File: src/rtl/ahb_pkg.sv
// Shared AHB-Lite encodings and byte-lane helpers for the SRAM controller.
package ahb_pkg;

    typedef enum logic [1:0] {
        HTRANS_IDLE   = 2'b00,
        HTRANS_BUSY   = 2'b01,
        HTRANS_NONSEQ = 2'b10,
        HTRANS_SEQ    = 2'b11
    } htrans_e;

    typedef enum logic [2:0] {
        HSIZE_BYTE = 3'd0,
        HSIZE_HALF = 3'd1,
        HSIZE_WORD = 3'd2
    } hsize_e;

    typedef enum logic {
        HRESP_OKAY  = 1'b0,
        HRESP_ERROR = 1'b1
    } hresp_e;

    typedef enum logic [1:0] {
        ERR_OKAY = 2'd0,
        ERR_ERR1 = 2'd1,
        ERR_ERR2 = 2'd2
    } err_state_e;

    // Byte lanes touched by a transfer; oversize transfers act as words.
    function automatic logic [3:0] be_from_size(input logic [2:0] size, input logic [1:0] off);
        logic [3:0] be;
        case (size)
            HSIZE_BYTE: be = 4'b0001 << off;
            HSIZE_HALF: be = off[1] ? 4'b1100 : 4'b0011;
            default:    be = 4'b1111;
        endcase
        return be;
    endfunction

    // Misaligned or unsupported transfer size.
    function automatic logic bad_xfer(input logic [2:0] size, input logic [1:0] off);
        logic bad;
        case (size)
            HSIZE_BYTE: bad = 1'b0;
            HSIZE_HALF: bad = off[0];
            HSIZE_WORD: bad = (off != 2'b00);
            default:    bad = 1'b1;
        endcase
        return bad;
    endfunction

endpackage

File: src/rtl/ahb_sram_wbuf.sv
// One-entry write buffer: parks a write displaced by a read, commits it
// when the SRAM port is free, and forwards its bytes into read data.
module ahb_sram_wbuf
    import ahb_pkg::*;
#(
    parameter int unsigned AW = 10
) (
    input  logic          clk,
    input  logic          rst_n,
    input  logic          capture_i,
    input  logic          commit_i,
    input  logic [AW-1:0] cap_addr_i,
    input  logic [3:0]    cap_be_i,
    input  logic [31:0]   cap_data_i,
    input  logic [AW-1:0] rd_addr_i,
    input  logic [31:0]   sram_rdata_i,
    output logic          valid_o,
    output logic [AW-1:0] addr_o,
    output logic [3:0]    be_o,
    output logic [31:0]   data_o,
    output logic [31:0]   rdata_merged_c_o
);

    logic          valid_q, valid_d;
    logic [AW-1:0] addr_q, addr_d;
    logic [3:0]    be_q, be_d;
    logic [31:0]   data_q, data_d;
    logic          hit;

    always_ff @(posedge clk or negedge rst_n) begin
        if (!rst_n) begin
            valid_q <= 1'b0;
            addr_q  <= '0;
            be_q    <= '0;
            data_q  <= '0;
        end else begin
            valid_q <= valid_d;
            addr_q  <= addr_d;
            be_q    <= be_d;
            data_q  <= data_d;
        end
    end

    always_comb begin
        valid_d = valid_q;
        addr_d  = addr_q;
        be_d    = be_q;
        data_d  = data_q;
        if (capture_i) begin
            valid_d = 1'b1;
            addr_d  = cap_addr_i;
            be_d    = cap_be_i;
            data_d  = cap_data_i;
        end else if (commit_i) begin
            valid_d = 1'b0;
        end
    end

    // Per-lane forwarding of buffered bytes over stale SRAM data.
    assign hit = valid_q & (addr_q == rd_addr_i);

    always_comb begin
        rdata_merged_c_o = sram_rdata_i;
        for (int i = 0; i < 4; i++) begin
            if (hit && be_q[i]) begin
                rdata_merged_c_o[8*i +: 8] = data_q[8*i +: 8];
            end
        end
    end

    assign valid_o = valid_q;
    assign addr_o  = addr_q;
    assign be_o    = be_q;
    assign data_o  = data_q;

endmodule

File: src/rtl/ahb_sram_ctrl.sv
// Zero-wait-state AHB-Lite slave for a 1-cycle synchronous SRAM.
// Define AHB_SRAM_ERR_EN to return ERROR for misaligned/oversize transfers.
module ahb_sram_ctrl
    import ahb_pkg::*;
#(
    parameter int unsigned AW = 10
) (
    input  logic          HCLK,
    input  logic          HRESETn,
    input  logic          HSEL,
    input  logic [31:0]   HADDR,
    input  logic [1:0]    HTRANS,
    input  logic [2:0]    HSIZE,
    input  logic          HWRITE,
    input  logic [31:0]   HWDATA,
    input  logic          HREADY,
    output logic          HREADYOUT,
    output logic          HRESP,
    output logic [31:0]   HRDATA,
    output logic          sram_cs,
    output logic [3:0]    sram_we,
    output logic [AW-1:0] sram_addr,
    output logic [31:0]   sram_wdata,
    input  logic [31:0]   sram_rdata
);

    logic          acc, misalign, rd_ap, wr_dp, rd_dp;
    logic          capture, commit;
    logic          dp_valid_q, dp_valid_d;
    logic          dp_write_q, dp_write_d;
    logic [AW-1:0] dp_addr_q, dp_addr_d;
    logic [3:0]    dp_be_q, dp_be_d;
    logic          buf_valid;
    logic [AW-1:0] buf_addr;
    logic [3:0]    buf_be;
    logic [31:0]   buf_data;
    logic [31:0]   rdata_merged;
    logic          unused_bits;

    assign acc = HSEL & HTRANS[1] & HREADY;

`ifdef AHB_SRAM_ERR_EN
    logic       err_ap;
    err_state_e state_q, state_d;
    logic       hreadyout_c, hresp_c;

    assign misalign = bad_xfer(HSIZE, HADDR[1:0]);
    assign err_ap   = acc & misalign;

    always_ff @(posedge HCLK or negedge HRESETn) begin
        if (!HRESETn) state_q <= ERR_OKAY;
        else          state_q <= state_d;
    end

    // Two-cycle ERROR response; a new error may start in ERR2.
    always_comb begin
        state_d     = state_q;
        hreadyout_c = 1'b1;
        hresp_c     = HRESP_OKAY;
        case (state_q)
            ERR_OKAY: if (err_ap) state_d = ERR_ERR1;
            ERR_ERR1: begin
                hreadyout_c = 1'b0;
                hresp_c     = HRESP_ERROR;
                state_d     = ERR_ERR2;
            end
            ERR_ERR2: begin
                hresp_c = HRESP_ERROR;
                state_d = err_ap ? ERR_ERR1 : ERR_OKAY;
            end
            default:  state_d = ERR_OKAY;
        endcase
    end

    assign HREADYOUT = hreadyout_c;
    assign HRESP     = hresp_c;
`else
    assign misalign  = 1'b0;
    assign HREADYOUT = 1'b1;
    assign HRESP     = HRESP_OKAY;
`endif

    assign rd_ap = acc & ~misalign & ~HWRITE;
    assign wr_dp = dp_valid_q & dp_write_q;
    assign rd_dp = dp_valid_q & ~dp_write_q;

    always_ff @(posedge HCLK or negedge HRESETn) begin
        if (!HRESETn) begin
            dp_valid_q <= 1'b0;
            dp_write_q <= 1'b0;
            dp_addr_q  <= '0;
            dp_be_q    <= '0;
        end else begin
            dp_valid_q <= dp_valid_d;
            dp_write_q <= dp_write_d;
            dp_addr_q  <= dp_addr_d;
            dp_be_q    <= dp_be_d;
        end
    end

    always_comb begin
        dp_valid_d = acc & ~misalign;
        dp_write_d = dp_write_q;
        dp_addr_d  = dp_addr_q;
        dp_be_d    = dp_be_q;
        if (acc) begin
            dp_write_d = HWRITE;
            dp_addr_d  = HADDR[AW+1:2];
            dp_be_d    = be_from_size(HSIZE, HADDR[1:0]);
        end
    end

    // Port arbitration: read address phase, then direct write, then commit.
    always_comb begin
        sram_cs    = 1'b0;
        sram_we    = 4'b0000;
        sram_addr  = '0;
        sram_wdata = '0;
        capture    = 1'b0;
        commit     = 1'b0;
        if (rd_ap) begin
            sram_cs   = 1'b1;
            sram_addr = HADDR[AW+1:2];
            capture   = wr_dp;
        end else if (wr_dp) begin
            sram_cs    = 1'b1;
            sram_we    = dp_be_q;
            sram_addr  = dp_addr_q;
            sram_wdata = HWDATA;
        end else if (buf_valid) begin
            sram_cs    = 1'b1;
            sram_we    = buf_be;
            sram_addr  = buf_addr;
            sram_wdata = buf_data;
            commit     = 1'b1;
        end
    end

    ahb_sram_wbuf #(.AW(AW)) u_wbuf (
        .clk              (HCLK),
        .rst_n            (HRESETn),
        .capture_i        (capture),
        .commit_i         (commit),
        .cap_addr_i       (dp_addr_q),
        .cap_be_i         (dp_be_q),
        .cap_data_i       (HWDATA),
        .rd_addr_i        (dp_addr_q),
        .sram_rdata_i     (sram_rdata),
        .valid_o          (buf_valid),
        .addr_o           (buf_addr),
        .be_o             (buf_be),
        .data_o           (buf_data),
        .rdata_merged_c_o (rdata_merged)
    );

    assign HRDATA = rd_dp ? rdata_merged : 32'h0;

    assign unused_bits = ^{HADDR[31:AW+2], HTRANS[0]};

endmodule

File: config.mk
export PLATFORM = sky130hd
export DESIGN_NAME = ahb_sram_ctrl
export DESIGN_NICKNAME = d
export VERILOG_FILES = /design/src/rtl/ahb_pkg.sv /design/src/rtl/ahb_sram_wbuf.sv /design/src/rtl/ahb_sram_ctrl.sv
export SDC_FILE = /design/constraint.sdc
export NUM_CORES = 1
export LEC_CHECK = 0
export BUFFER_PORTS_ARGS = -buffer_cell sky130_fd_sc_hd__clkbuf_2
export CAP_MARGIN = 10
export CORE_ASPECT_RATIO = 0.6
export CORE_MARGIN = 4
export CORE_UTILIZATION = 47
export CTS_CLUSTER_SIZE = 8
export DETAILED_ROUTE_END_ITERATION = 6
export PLACE_DENSITY = 0.78
export SYNTH_ARGS = -nofsm -noshare
export SYNTH_HDL_FRONTEND = slang
export SYNTH_SLANG_ARGS = --single-unit
File: constraint.sdc
create_clock -name HCLK -period 3.6 [get_ports HCLK]
set_clock_uncertainty 0.05 [all_clocks]
set_input_delay 1.08 -clock HCLK [delete_from_list [all_inputs] [get_ports HCLK]]
set_output_delay 1.08 -clock HCLK [all_outputs]
set_load 0.005 [all_outputs]
==> key figures, run 1 <==
Synth
  • Cell Area, Synth: 3850 um^2
  • Synthesized flop and latch total: 63
  • Yosys cell types: 32
  • Synth warn: 0
  • Syn nets: 518
  • Syn Inst Count: 412
  • Syn avg cell area: 9.34 um^2
  • Register area share after synthesis: 40.9%

Placed design
  • Dpl cell area: 4780 um^2
  • Hpwl dp: 7930 um
  • Routability cong.: 0.864
  • Port Buffers: 163

Routing
  • Initial DRT Pass Iterations: 4
  • Final Routed Wirelength: roughly 11,000 um
  • Initial DRC Count: 208
  • Vias/cell: around 5.4
  • Drt wl/cell: ~16 um
  • Drc violations: 0
  • Vias after detailed routing: approximately 3,700
  • Final ANT Viol Nets: 0

CTS
  • Num CTS Buffers: 9
  • Root buf cell: clkbuf_16
  • Skew-Pair Late Insertion Delay: 0.32 ns
  • H-tree level count: 3
  • Largest buffer count on any clock path: 2
  • Clk slew on worst S/H paths: 0.05 ns
  • Clk sinks: 63
  • Resized Gates After CTS: 0
  • TritonCTS clock tree: done

Worst hold path
  • Worst Hold Class: flop to flop
  • Hold Path Depth: 2
  • Worst hold start: dp_be_q[2]
  • Worst Hold End: dp_be_q[2]

STA
  • Unrepaired setup endpoints after global routing: yes
  • Final setup fails: 0
  • Hold Slack: 0.464 ns
  • Max Clk Rate: a little under 300 MHz
  • Final hold vios: 0
  • Tcrit/Tclk final: between 90% and 100%
  • Relative slew slack: 66.1%
  • Post-layout min period: 3.45 ns
  • Worst slew pin tran: 0.508 ns
  • Final Max Slew Viols: 0

GRT
  • Initial antenna violation count: 0
  • Vias in the first global route: ~3,600
  • Grt total ovfl: 0
  • Gr usage total: 22.8%
  • Largest net degree at the start of global routing: 60
  • Global-route wire length before repair: 18,300 um

Critical path
  • Reg2reg path depth: 5
  • Reg2reg end: u_wbuf.data_o[1]
  • Setup crit end kind: primary output
  • CP Data Arrival Time: 2.32 ns
  • CP Max Fanout: 8
  • Worst Setup Start Kind: flop
  • R2r startpoint: dp_write_q
  • Worst reg2reg setup slack: 1.89 ns
  • Worst path required time: 2.47 ns
  • Crit-path max cell delay: 0.45 ns
  • Worst path cell trace: xor2_1 > nor4_4 > nand4_2 > mux2i_1 > nor2_1 > clkbuf_2
  • CP top delay family: simple AND/OR/NAND/NOR gates
  • Crit path buffers/inverters: 1
  • Slowest CP cell: nor4_4
  • Critical path type: flop to primary output

Cells and area
  • Final Core Density: 64.2%
  • Final Instance Area: 5080 um^2
  • Share of cells above drive strength 1: between 40 and 50%
  • Multi-input gate area: 2140 um^2
  • FF+latch area: between 1500 and 2000 um^2
  • Layout area overhead: 31.9%
  • # fillers: 675
  • Nets: 671
  • Antenna cells: 0

Pwr
  • Total power draw: 2.09 mW
  • VDD IR-drop max: 219 uV
  • LEAKAGE: about 2.8 nW
  • P per Cell Area: 411 nW/um^2

Flow run
  • Max Cap Violations: 0

Floorplan
  • Die width: ~120 um
  • I/O Pins: 187
  • Core footprint: 7910 um^2
  • Initial Util: approximately half
  • Die Y: 78.1 um
  • Core Rows: 25
  • Die area: 9750 um^2

Status
  • Status: finished, final reports clean
layout make-up:
class / instances / share of cell area, %
Clock buffer: 9 / 4.43
Timing Repair Buffer: 174 / 18.2
Multi-Input combinational cell: 315 / 42.1
Tap cell: 108 / 2.66
Inverter: 2 / 0.148
Sequential cell: 63 / 31.0
Clock inverter: 7 / 1.43
state kept, by name, indices dropped and copies added, names as in the netlist:
| name | count |
|---|---|
| u_wbuf.data_o | 32 |
| dp_addr_q | 10 |
| u_wbuf.addr_o | 10 |
| dp_be_q | 4 |
| u_wbuf.be_o | 4 |
| dp_valid_q | 1 |
| dp_write_q | 1 |
| u_wbuf.valid_o | 1 |
power by group:
group / switching [mW] / total, mW / internal, mW / leakage (nW)
sequential: 0.0890 / 0.899 / 0.810 / 0.816
combinational: 0.163 / 0.336 / 0.173 / 1.81
clock: 0.316 / 0.852 / 0.536 / 0.142
total: 0.568 / 2.09 / 1.52 / 2.77
stage by stage:
stage | TNS [ns] | setup slack (ns) | std cells
2_1_floorplan | 0 | 0.361 | 412
3_3_place_gp | 0 | 0.496 | 662
3_5_place_dp | 0 | 0.480 | 662
4_1_cts | 0 | 0.136 | 678
5_1_grt | -0.00748 | -0.00748 | 678
6_report | 0 | 0.148 | 678
layer usage:
metal	up-vias	global-route usage, %	wire, um	part of all wire [%]
li1	1757	-	-	-
met2	137	37.0	5190	47
met3	6	6.73	811	7.3
met5	-	0	0	0
met4	0	4.11	36	0.33
met1	1768	31.0	5040	46
kinds of logic after synthesis:
kind of cell	Yosys count	share of synthesized area [%]
AO/OA/AOI/OAI	64	8.48
XOR/XNOR	9	2.05
adder cells (fa/ha/maj)	1	0.260
buffers and inverters	34	3.77
flip-flops	63	40.9
multiplexers	89	25.0
other	2	0.195
AND/OR/NAND/NOR	150	19.3
Yosys cell counts, drive strengths merged:
library cell / instances / area, um^2
a21boi: 1 / 7.51
a21o: 1 / 7.51
a21oi: 48 / 240
a31oi: 1 / 6.26
and2: 1 / 6.26
and3: 11 / 68.8
buf: 10 / 55.1
clkbuf: 22 / 82.6
conb: 2 / 7.51
dfrtp: 63 / 1580
inv: 2 / 7.51
maj3: 1 / 10.0
mux2: 57 / 642
mux2i: 32 / 320
nand2: 49 / 184
nand2b: 3 / 18.8
nand3: 37 / 190
nand4: 4 / 50.1
nor2: 36 / 135
nor2b: 1 / 6.26
nor3: 2 / 26.3
nor3b: 4 / 30.0
nor4: 1 / 21.3
o21ai: 13 / 65.1
or3: 1 / 6.26
xnor2: 1 / 8.76
xor2: 8 / 70.1
worst register-to-register path, cell delays in order (launching register included):
cell and delay [ns]:
dfrtp_1 0.37, nand2_2 0.06, buf_4 0.22, nor3_4 0.19, buf_12 0.26, mux2_2 0.44
cells in the final DEF, fill, tap and decap left out, types with 2 or more instances in the layout:
master	netlist	final
mux2_2	54	54
buf_12	0	2
nand2b_1	3	3
nor3b_1	4	4
nand3_1	36	36
and3_1	11	11
nor2_1	36	35
mux2_1	3	3
o21ai_0	12	12
clkbuf_16	0	9
a21oi_1	48	48
nand4_2	4	4
clkinv_2	0	2
mux2i_1	32	32
clkbuf_2	0	162
nand2_1	49	48
buf_4	2	9
inv_1	2	2
conb_1	2	2
dfrtp_1	63	63
xor2_1	8	8
clkinvlp_4	0	2
what timing repair did:
item	in CTS	in global routing
buffers inserted	0	0
hold buffers	0	0
setup endpoints to repair	0	1
endpoints found under the hold margin	0	0
how the worst max path moves through the flow:
stage,from,to,cells past startpoint
3_5_place_dp,HSEL,sram_cs,6
5_1_grt,dp_addr_q[9],HRDATA[20],6
4_1_cts,dp_addr_q[9],HRDATA[25],6
6_report,dp_addr_q[9],HRDATA[25],6
3_3_place_gp,HSEL,sram_cs,6
2_1_floorplan,HREADY,sram_wdata[10],5
No activity file was read; power rests on OpenSTA's default activity.
==> run 2, diff against run 1 <==
--- a/config.mk
+++ b/config.mk
@@ -8,7 +8,7 @@
 export BUFFER_PORTS_ARGS = -buffer_cell sky130_fd_sc_hd__clkbuf_2
 export CAP_MARGIN = 10
 export CORE_ASPECT_RATIO = 0.6
-export CORE_MARGIN = 4
+export CORE_MARGIN = 2
 export CORE_UTILIZATION = 47
 export CTS_CLUSTER_SIZE = 8
 export DETAILED_ROUTE_END_ITERATION = 6
==> key figures, run 2 (synthesized netlist as in run 1, its figures left out) <==
Status
  • Status: finished, final reports clean

Cells and area
  • Layout area overhead: 31.5%
  • FF+latch area: between 1500 and 2000 um^2
  • Nets: 670
  • Flip-flop count of the largest register after layout: 32
  • Multi-input gate area: 2140 um^2
  • Antenna cells: 0
  • # fillers: 667
  • Share of cells above drive strength 1: about 45%
  • Finished Layout Cells: about 680
  • Commonest non-fill, non-tap cell in the layout: clkbuf_2
  • Most frequent cells in the layout: clkbuf_2 (162), dfrtp_1 (63), mux2_2 (54)
  • Final Instance Area: 5060 um^2

Placed design
  • Dpl cell area: 4760 um^2
  • Port Buffers: 163
  • Routability cong.: 0.809
  • Dpl ws: 0.489 ns
  • Hpwl dp: 7390 um
  • Inst Count DP: roughly 660

Critical path
  • Crit-path max cell delay: between 0.4 and 0.5 ns
  • Worst path cell trace: xor2_1 > nor4_4 > nand4_2 > mux2i_1 > nor2_1 > clkbuf_2
  • Worst path required time: 2.47 ns
  • Critical path type: flop to primary output
  • CP Max Fanout: 8
  • Setup crit end kind: primary output
  • Worst Setup Start Kind: flop
  • CP Data Arrival Time: ~2.3 ns
  • Slowest CP cell: nor4_4

CTS
  • Root buf cell: clkbuf_16
  • Clk slew on worst S/H paths: about 0.050 ns
  • TritonCTS clock tree: done
  • Num CTS Buffers: 9
  • Hold_buf cts: 0
  • Resized Gates After CTS: 0
  • Postcts setup bufs: 0
  • Clk sinks: 63
  • Largest buffer count on any clock path: 2
  • Skew-Pair Late Insertion Delay: between 0.3 and 0.4 ns
  • H-tree level count: 3

Routing
  • Final ANT Viol Nets: 0
  • Vias/cell: about 5.4
  • Vias after detailed routing: 3,660
  • Final Routed Wirelength: 10,600 um
  • Initial DRC Count: between 200 and 250
  • Drc violations: 0
  • Drt wl/cell: around 16 um
  • Initial DRT Pass Iterations: 4

GRT
  • Vias in the first global route: 3,484
  • Initial antenna violation count: 0
  • Grt total ovfl: 0
  • Gr usage total: 23.9%
  • Global-route wire length before repair: between 15,000 and 20,000 um
  • Largest net degree at the start of global routing: 60

Floorplan
  • Die width: 121 um
  • Core footprint: between 7000 and 8000 um^2
  • Die Y: 74.1 um
  • I/O Pins: 187
  • Die area: 8950 um^2
  • Initial Util: about half
  • Core Rows: 25

Pwr
  • P per Cell Area: just over 400 nW/um^2
  • VDD IR-drop max: 313 uV
  • LEAKAGE: 2.75 nW

STA
  • Relative slew slack: 33.6%
  • Unrepaired setup endpoints after global routing: no
  • Final setup fails: 0
  • Tcrit/Tclk final: between 90% and 100%
  • Max Clk Rate: about 290 MHz
  • Worst slew pin tran: 0.995 ns
  • Post-layout min period: 3.40 ns
  • Final worst setup slack: 0.198 ns
  • Final Max Slew Viols: 0
  • Hold Slack: 0.461 ns
  • Final hold vios: 0
  • Setup TNS: 0 ns

Flow run
  • Max Cap Violations: 0

Worst hold path
  • Worst Hold Class: flop to flop
## run 2: routing by layer
layer / GRT usage [%] / vias up / wire length, um
met5: 0 / - / 0
met4: 4.78 / 0 / 57
met3: 5.60 / 6 / 743
met2: 40.1 / 146 / 4890
met1: 32.2 / 1763 / 4940
li1: - / 1745 / -
## run 2: path summary, 6_finish.rpt
kind	from	end	slack (ns)	depth (start not counted)
max	dp_addr_q[9]	HRDATA[23]	0.20	6
min in group asynchronous	HRESETn	dp_be_q[3]	0.55	1
max reg2reg	dp_valid_q	u_wbuf.be_o[1]	1.27	4
min reg2reg	dp_be_q[2]	dp_be_q[2]	0.46	2
min	dp_be_q[2]	dp_be_q[2]	0.46	2
max in group asynchronous	HRESETn	u_wbuf.data_o[10]	2.30	2
## run 2: final cells by class
type / count / share of cell area (%)
clock buffers: 9 / 4.45
clock inverters: 7 / 1.46
inverters: 2 / 0.148
multi-input cells: 315 / 42.3
flip-flops and latches: 63 / 31.1
well taps: 108 / 2.67
repair buffers: 173 / 17.8
## run 2: through the flow
step	util (%)	power [mW]
4_1_cts	64.0	2.10
6_report	64.0	2.08
3_5_place_dp	60.2	1.24
2_1_floorplan	-	1.09
5_1_grt	64.0	2.18
3_3_place_gp	60.2	1.22
## run 2: worst max-delay path: cells and delay by family (launching register included)
| kind | cells | cell delay (ns) |
|---|---|---|
| xor+xnor | 1 | 0.21 |
| buf+inv | 1 | 0.12 |
| flops | 1 | 0.41 |
| mux | 1 | 0.28 |
| simple gates | 3 | 0.93 |
## run 2: report_power, final
group	internal [mW]	leakage [nW]	switching [mW]	total, mW
Combinational	0.172	1.80	0.159	0.331
Clock	0.535	0.134	0.318	0.853
Sequential	0.810	0.816	0.0887	0.899
